File: src/rtl/bcd_pkg.sv
// Shared types and helpers for the digit-serial BCD adder/subtractor.
package bcd_pkg;

  typedef logic [3:0] bcd_digit_t;

  localparam bcd_digit_t BCD_MAX = 4'd9;

  typedef enum logic [1:0] {
    IDLE = 2'd0,
    RUN  = 2'd1,
    DONE = 2'd2
  } state_t;

  // Nines' complement of one decimal digit; ten's complement is this plus an
  // initial carry of 1.
  function automatic bcd_digit_t nines_comp(input bcd_digit_t d);
    return BCD_MAX - d;
  endfunction

endpackage

File: src/rtl/bcd_digit_adder.sv
// Single decimal digit adder: binary add of two BCD digits plus carry, then
// the >9 correction back into the 0..9 range.
module bcd_digit_adder
  import bcd_pkg::*;
(
  input  bcd_digit_t a,
  input  bcd_digit_t b,
  input  logic       cin,
  output bcd_digit_t s,
  output logic       cout
);

  logic [4:0] raw_sum;

  // Binary sum, then subtract ten when the digit overflows the decimal range.
  always_comb begin
    raw_sum = {1'b0, a} + {1'b0, b} + {4'b0, cin};
    if (raw_sum > {1'b0, BCD_MAX}) begin
      s    = 4'(raw_sum - 5'd10);
      cout = 1'b1;
    end else begin
      s    = raw_sum[3:0];
      cout = 1'b0;
    end
  end

endmodule

File: src/rtl/bcd_serial_addsub.sv
// Digit-serial packed-BCD adder/subtractor. One digit per cycle, LSD first,
// through a single bcd_digit_adder. Subtraction adds the nines' complement
// of b with an initial carry of 1.
module bcd_serial_addsub
  import bcd_pkg::*;
#(
  parameter int DIGITS = 4
) (
  input  logic                  clk,
  input  logic                  rst,
  input  logic                  start,
  input  logic                  sub,
  input  logic [4*DIGITS-1:0]   a,
  input  logic [4*DIGITS-1:0]   b,
  output logic                  ready,
  output logic                  done,
  output logic [4*DIGITS-1:0]   result,
  output logic                  cout,
  output logic                  err
);

  localparam int W     = 4 * DIGITS;
  localparam int IDX_W = (DIGITS > 1) ? $clog2(DIGITS) : 1;
  localparam logic [IDX_W-1:0] LAST_IDX = IDX_W'(DIGITS - 1);

  state_t           state_q, state_d;
  logic [IDX_W-1:0] idx_q, idx_d;
  logic             carry_q, carry_d;
  logic [W-1:0]     a_q, a_d;
  logic [W-1:0]     b_q, b_d;
  logic [W-1:0]     result_q, result_d;
  logic             cout_q, cout_d;
  logic             err_q, err_d;

  logic             in_bad;
  logic [W-1:0]     b_in;
  bcd_digit_t       dig_a, dig_b, dig_s;
  logic             dig_cout;

  // Flag any operand digit outside 0..9 at the inputs.
  always_comb begin
    in_bad = 1'b0;
    for (int i = 0; i < DIGITS; i++) begin
      if (a[4*i +: 4] > BCD_MAX || b[4*i +: 4] > BCD_MAX) in_bad = 1'b1;
    end
  end

  // Operand b as it is latched: nines' complement per digit when subtracting.
  always_comb begin
    b_in = b;
    for (int i = 0; i < DIGITS; i++) begin
      if (sub) b_in[4*i +: 4] = nines_comp(b[4*i +: 4]);
    end
  end

  // Current digit pair presented to the digit adder.
  always_comb begin
    dig_a = a_q[4*idx_q +: 4];
    dig_b = b_q[4*idx_q +: 4];
  end

  bcd_digit_adder u_digit_adder (
    .a    (dig_a),
    .b    (dig_b),
    .cin  (carry_q),
    .s    (dig_s),
    .cout (dig_cout)
  );

  // Next-state, datapath updates and decoded outputs.
  always_comb begin
    // NOTE: every signal gets a default first so no path leaves it unassigned,
    // which would otherwise infer a latch.
    state_d  = state_q;
    idx_d    = idx_q;
    carry_d  = carry_q;
    a_d      = a_q;
    b_d      = b_q;
    result_d = result_q;
    cout_d   = cout_q;
    err_d    = err_q;
    ready    = 1'b0;
    done     = 1'b0;

    case (state_q)
      IDLE, DONE: begin
        ready = 1'b1;
        done  = (state_q == DONE);
        if (start) begin
          a_d      = a;
          b_d      = b_in;
          carry_d  = sub;
          idx_d    = '0;
          result_d = '0;
          cout_d   = 1'b0;
          err_d    = in_bad;
          state_d  = in_bad ? DONE : RUN;
        end else if (state_q == DONE) begin
          state_d = IDLE;
        end
      end
      RUN: begin
        result_d[4*idx_q +: 4] = dig_s;
        carry_d = dig_cout;
        idx_d   = idx_q + 1'b1;
        if (idx_q == LAST_IDX) begin
          cout_d  = dig_cout;
          state_d = DONE;
        end
      end
      default: begin
        state_d = IDLE;
      end
    endcase
  end

  // State and datapath registers with synchronous reset.
  always_ff @(posedge clk) begin
    // NOTE: sequential state uses non-blocking assignments so every flop
    // samples the pre-edge values, independent of statement order.
    if (rst) begin
      state_q  <= IDLE;
      idx_q    <= '0;
      carry_q  <= 1'b0;
      result_q <= '0;
      cout_q   <= 1'b0;
      err_q    <= 1'b0;
    end else begin
      state_q  <= state_d;
      idx_q    <= idx_d;
      carry_q  <= carry_d;
      result_q <= result_d;
      cout_q   <= cout_d;
      err_q    <= err_d;
    end
  end

  // Operand working registers: always overwritten at accept before use, so
  // they carry no reset.
  always_ff @(posedge clk) begin
    a_q <= a_d;
    b_q <= b_d;
  end

  assign result = result_q;
  assign cout   = cout_q;
  assign err    = err_q;

endmodule

File: config.mk
export PLATFORM = sky130hd
export DESIGN_NAME = bcd_serial_addsub
export DESIGN_NICKNAME = d
export VERILOG_FILES = /design/src/rtl/bcd_pkg.sv /design/src/rtl/bcd_digit_adder.sv /design/src/rtl/bcd_serial_addsub.sv
export SDC_FILE = /design/constraint.sdc
export NUM_CORES = 1
export LEC_CHECK = 0
export CORE_MARGIN = 8
export CORE_UTILIZATION = 45
export DETAILED_ROUTE_END_ITERATION = 8
export DONT_BUFFER_PORTS = 1
export GPL_TIMING_DRIVEN = 0
export MAX_ROUTING_LAYER = met4
export PLACE_DENSITY = 0.59
export SETUP_SLACK_MARGIN = 0.05
export SLEW_MARGIN = 30
export SYNTH_ARGS = -nofsm -noshare
export SYNTH_HDL_FRONTEND = slang
export SYNTH_SLANG_ARGS = --single-unit
export TNS_END_PERCENT = 1
File: constraint.sdc
create_clock -name clk -period 4.69 [get_ports clk]
set_clock_uncertainty 0.05 [all_clocks]
set_input_delay 0.7035 -clock clk [delete_from_list [all_inputs] [get_ports clk]]
set_output_delay 0.7035 -clock clk [all_outputs]
set_load 0.02 [all_outputs]
# ---- Yosys cells after proc, flatten, opt, wreduce, memory -nomap -nowiden
# Cells that the tools add are included.
dict set report word_totals {
  output_inout_bits 20
  in_bits 36
  wordCells 74
  regBits 55
}
dict set report op_classes {
  eq_ne 6
  add_sub_neg 9
  reduce_logical 11
  n_lt_le_gt_ge 9
  shifts 4
  mux 27
}
# operator n
set op_table {}
lappend op_table {{negator 4 -> 34 bit} 1}
lappend op_table {{variable shift 4 x 34 -> 16 bit, first input constant} 1}
lappend op_table {{variable part select 4 x 34 -> 16 bit} 1}
lappend op_table {{greater-than comparator 4 bit, second input constant} 8}
lappend op_table {{case mux 16 bit (2 select lines)} 1}
lappend op_table {{variable part select 16 x 5 -> 4 bit} 2}
lappend op_table {{2-to-1 mux 4 bit} 5}
lappend op_table {{bitwise mux 16 bit} 1}
lappend op_table {{2-to-1 mux 16 bit} 1}
lappend op_table {{subtractor 4 bit, first input constant} 4}
lappend op_table {{2-to-1 mux 1 bit} 10}
lappend op_table {{2-to-1 mux 2 bit} 5}
lappend op_table {{case mux 2 bit (2 select lines)} 2}
lappend op_table {{AND reduction 2 bit} 3}
lappend op_table {{adder 4 x 4 -> 5 bit} 1}
lappend op_table {{adder 5 x 1 -> 5 bit} 1}
lappend op_table {{greater-than comparator 5 x 4 -> 1 bit, second input constant} 1}
lappend op_table {{equality test 2 bit, second input constant} 2}
lappend op_table {{logical OR 1 bit} 4}
lappend op_table {{inequality test 2 bit, second input constant} 2}
lappend op_table {{case mux 1 bit (2 select lines)} 2}
lappend op_table {{subtractor 4 bit, second input constant} 1}
lappend op_table {{inequality test 3 bit, second input constant} 1}
lappend op_table {{AND reduction 3 bit} 1}
lappend op_table {{other kinds (5)} 5}

# ---- Longest topological paths before layout
dict set report logic_depth {
  word_depth 9
  mapped_depth 13
  mapped_depth_nobuf 10
}

# ---- Hierarchy
# Synthesis repeated with hierarchy kept, for this count alone.
dict set report unflattened {
  cells_unflattened 214
  area_unflattened_um2 2652.5
}
# module cells_per_inst instances area_each_um2 seq_area_each_um2
set modules_own_cells {}
lappend modules_own_cells {bcd_serial_addsub 192 1 2441.1 1421.4}
lappend modules_own_cells {bcd_digit_adder 22 1 211.5 0.0}

# ---- Worst setup path before layout
# Ideal clock, no wire load.
dict set report synth_path {
  kind {reg-to-reg}
  startpoint {register idx_q[0]}
  endpoint {register result_q[10], in the netlist result[10]}
  t_arrival_ns 3.771
  required_time_ns 4.581
  path_slack_ns 0.810
  path_buffers 3
  setup_ns 0.059
  synth_period_minus_slack_ns 3.880
  stages_incl_launch_ff 14
  cell_sequence {dfxtp_1 clkbuf_1 buf_2 mux4_2 fa_1 fa_1 buf_2 inv_1 ha_1 nor2b_1 a31o_2 o31ai_4 mux2i_1 a22o_1}
}
dict set report synth_via {
  elab_chain_cells 8
  word_cells_on_any_way 12
  classes_between {4 x add/sub; 1 x order compare; 4 x shift; 3 x mux}
}
# element line
set synth_lines {}
lappend synth_lines {{from (decl)} bcd_serial_addsub.sv:27} ;# logic [IDX_W-1:0] idx_q, idx_d;
lappend synth_lines {{from (signal assigned)} bcd_serial_addsub.sv:130} ;# idx_q <= idx_d;
lappend synth_lines {{variable part select 16 x 5 -> 4 bit (on tied branches)} {bcd_serial_addsub.sv:58, bcd_serial_addsub.sv:59}}
lappend synth_lines {{adder 4 x 4 -> 5 bit} bcd_digit_adder.sv:17} ;# raw_sum = {1'b0, a} + {1'b0, b} + {4'b0, cin};
lappend synth_lines {{adder 5 x 1 -> 5 bit} bcd_digit_adder.sv:17}
lappend synth_lines {{subtractor 4 bit or greater-than comparator 5 x 4 -> 1 bit (tied branches)} {bcd_digit_adder.sv:19, bcd_digit_adder.sv:18}}
lappend synth_lines {{2-to-1 mux 4 bit} bcd_digit_adder.sv:18} ;# if (raw_sum > {1'b0, BCD_MAX}) begin
lappend synth_lines {{variable part select 4 x 34 -> 16 bit} bcd_serial_addsub.sv:103} ;# result_d[4*idx_q +: 4] = dig_s;
lappend synth_lines {{bitwise mux 16 bit *} bcd_serial_addsub.sv:103}
lappend synth_lines {{case mux 16 bit (2 select lines) *} bcd_serial_addsub.sv:85} ;# case (state_q)
lappend synth_lines {{to (signal assigned)} bcd_serial_addsub.sv:132} ;# result_q <= result_d;
lappend synth_lines {{to (decl)} bcd_serial_addsub.sv:31} ;# logic [W-1:0] result_q, result_d;
# Every way passes the cells marked *; elsewhere a longest branch is shown, timed or not.
# A chain may end at the register's enable or synchronous reset.

# ---- Final worst setup path
dict set report layout_path {
  startpoint {register idx_q[0]}
  endpoint {register result_q[14], in the netlist result[14]}
}
# Same word-level chain as after synthesis.

==> results.json <==
{
  "num_rows": 28,
  "drtIter0Drc": 166,
  "whs_ns": 0.4369,
  "period_needed_ns": 4.405,
  "route.met3.wl_microns": 418,
  "holdPathStages": 0,
  "hold_path_end": "a_q[6]",
  "critPathKind": "reg -> reg",
  "clkPwrFrac": 0.286,
  "fin_nets": 300,
  "synth-async-reset-ratio": 0,
  "rsz0062_at_grt": "no",
  "synth-warning-count": 0,
  "clockBufferDepth": 2,
  "ios": 56,
  "yosys_most_used_dff": "edfxtp_1",
  "ant_nets": 0,
  "drv_slew": 0,
  "core_area_sq_mm": 0.005956,
  "die_h_microns": 94.51,
  "dr_total_vias": 1902,
  "crit_path_end_kind": "flip-flop",
  "path_clk_slew_ns": 0.10,
  "r2r-end": "result[14]",
  "post_cts_buffers": 0,
  "cp-start-kind": "flip-flop",
  "power_switching_mw": 0.2569,
  "min_from": "a[6]",
  "netSwitchingFraction": 0.2657,
  "grt_antenna_before_repair": 0,
  "r2r_slack_ns": 0.29,
  "path_max_fanout": 10,
  "max-vdd-ir-drop_v": 0.0001590,
  "m1WireLength_microns": 2749,
  "dieArea_sq_mm": 0.008932,
  "area_growth_pct": 7.082,
  "outcome": "finished clean",
  "seq_area_frac_synth": 0.5124,
  "synth-seq-cells": 55,
  "wl_met2_microns": 2909,
  "worst-r2r-cell-count": 13,
  "numPortBuffers": 0,
  "ys_types": 47,
  "dp_hpwl_microns": 4588,
  "place_congestion": 0.8365,
  "synth_fp_nets": 293,
  "maxCapViolations": 0,
  "grt_pass1_wl_microns": 9901,
  "avgSynthCellArea_sq_um": 11.42,
  "drive_gt1_frac": 0.1116,
  "holdCritPathClass": "in -> reg",
  "placedInstanceArea_sq_mm": 0.002868,
  "syn_inst": 243,
  "antenna_cells": 0,
  "wl_microns": 6161,
  "tightest_slew_ns": 0.8156,
  "cts.sinks": 55,
  "clock_tree.root_cell": "clkbuf_8",
  "tritoncts": "built",
  "fmax_mhz": 227.0,
  "slew-limit-headroom": 0.4555,
  "die_width_microns": 94.51,
  "setup_viol": 0,
  "crit_arrival_ns": 4.60,
  "grt_max_degree": 41,
  "grt_remaining_overflow": 0,
  "track_usage": 0.1472,
  "seqPwrFrac": 0.560,
  "power.density_mw_per_mm2": 325.6,
  "h-tree-depth": 2,
  "initial_core_util": 0.4658,
  "internal_power_mw": 0.7101,
  "cts_buffers": 5,
  "syn_area_sq_mm": 0.002774,
  "grt_pass1_vias": 1876,
  "rr_startpoint": "idx_q[0]",
  "clk_latency_ns": 0.30,
  "routedWlPerCell_microns": 18.90,
  "synthTopCellsByArea": "edfxtp_1 (35%), dfxtp_1 (17%), mux4_2 (6.5%)",
  "top_layer": "met4",
  "design_area_sq_mm": 0.002970,
  "setup_tns_ns": 0,
  "yosysTopAreaCell": "edfxtp_1",
  "leakagePower_nw": 1.048,
  "hold_viol": 0,
  "synth-edff-count": 32,
  "worstPathRequired_ns": 4.89,
  "fin_crit_sh": 0.9392,
  "comb_power_share": 0.153,
  "dr.pass1.iters": 4,
  "vias_per_cell": 5.834,
  "synth_top_area_share": 0.3464,
  "drcViolationCount": 0
}
## power groups by stage
stage                     logic, mW  clock network (mW)  registers, mW
after floorplan               0.112                   0          0.550
after global placement        0.144                   0          0.553
after detailed placement      0.143                   0          0.553
after CTS                     0.144               0.287          0.542
after global routing          0.164               0.300          0.544
final                         0.148               0.277          0.542
## per-stage QoR
step                worst slack (ns)  utilization  power, mW  cells
detailed placement            0.1876       0.4815     0.6959    318
floorplan                     0.8100            -     0.6623    243
finish                        0.2854       0.4987     0.9670    326
CTS                           0.1491       0.4977     0.9733    326
global route                 0.05578       0.4987      1.008    326
global placement              0.1971       0.4815     0.6962    318
## kinds of logic (layout without fill, tap and decap cells)
logic type | Yosys count | count (layout) | share of synthesized area
compound gates | 56 | 56 | 0.1452
xor+xnor | 9 | 9 | 0.02841
mux | 10 | 10 | 0.07217
buf+inv | 28 | 36 | 0.04240
simple gates | 71 | 71 | 0.1308
fa+ha+maj | 14 | 14 | 0.06856
flops | 55 | 55 | 0.5124
## how the worst max path moves through the flow
stage	from	end	slack [ns]
5_1_grt	idx_q[0]	result[14]	0.06
2_1_floorplan	idx_q[0]	result[10]	0.81
3_3_place_gp	idx_q[0]	result[10]	0.20
6_report	idx_q[0]	result[14]	0.29
4_1_cts	idx_q[0]	result[14]	0.15
3_5_place_dp	idx_q[0]	result[6]	0.19
## repair_timing
action | CTS | global route
hold buffers | 0 | 0
resized for setup | 0 | 3
endpoints found under the setup margin | 0 | 4
## cell usage in the layout (no fill, tap or decap), types with 6 or more instances in the layout
master	instances
a21oi_1	11
clkbuf_1	7
clkbuf_8	6
dfxtp_1	23
edfxtp_1	32
ha_1	12
inv_1	13
mux4_2	8
nand2_1	17
nor2_1	18
nor3_1	7
o21ai_0	13
o31ai_1	6
## synthesized netlist by cell type (all sizes together) (2+ instances only)
| master | count |
|---|---|
| edfxtp | 32 |
| dfxtp | 23 |
| nor2 | 18 |
| nand2 | 17 |
| inv | 14 |
| o21ai | 13 |
| a21oi | 12 |
| ha | 12 |
| clkbuf | 8 |
| mux4 | 8 |
| nor3 | 7 |
| o31ai | 7 |
| buf | 6 |
| a32oi | 5 |
| nand3 | 5 |
| xnor2 | 5 |
| a22o | 4 |
| nor2b | 4 |
| xor2 | 4 |
| a22oi | 3 |
| and3 | 3 |
| nand3b | 3 |
| a21o | 2 |
| a311oi | 2 |
| a41oi | 2 |
| and2 | 2 |
| fa | 2 |
| mux2i | 2 |
| nand2b | 2 |
| nand4 | 2 |
| nor3b | 2 |
| o2111ai | 2 |
| o41a | 2 |
## area by class of cell
class / instances / area [sq um]
Clock inverter: 2 / 13.76
Clock buffer: 6 / 82.58
Inverter: 14 / 52.55
Tap cell: 75 / 93.84
Multi-Input combinational cell: 160 / 1239
Fill cell: 551 / 2985
Sequential cell: 55 / 1421
Buffer: 14 / 67.56
## state kept, by name, summed over array words and instances, names as in the netlist
| signal | flops |
|---|---|
| a_q | 16 |
| b_q | 16 |
| result | 16 |
| idx_q | 2 |
| state_q | 2 |
| carry_q | 1 |
| cout | 1 |
| err | 1 |
## layer usage
metal / global-route usage / up-vias
met4: 0.04291 / 0
met3: 0.03810 / 7
met5: - / -
li1: - / 921
met2: 0.2323 / 78
met1: 0.1815 / 896
## critical path, cell delays in order, from the launching register on
cell and delay [ns]:
dfxtp_1 0.37, buf_1 0.34, clkbuf_4 0.35, mux4_2 0.55
fa_1 0.48, fa_1 0.50, buf_2 0.18, inv_1 0.08
ha_1 0.22, nor2b_1 0.14, a31o_2 0.29, o31ai_4 0.27
mux2i_2 0.38, a22o_1 0.17
Power figures use the tool's default switching activity.
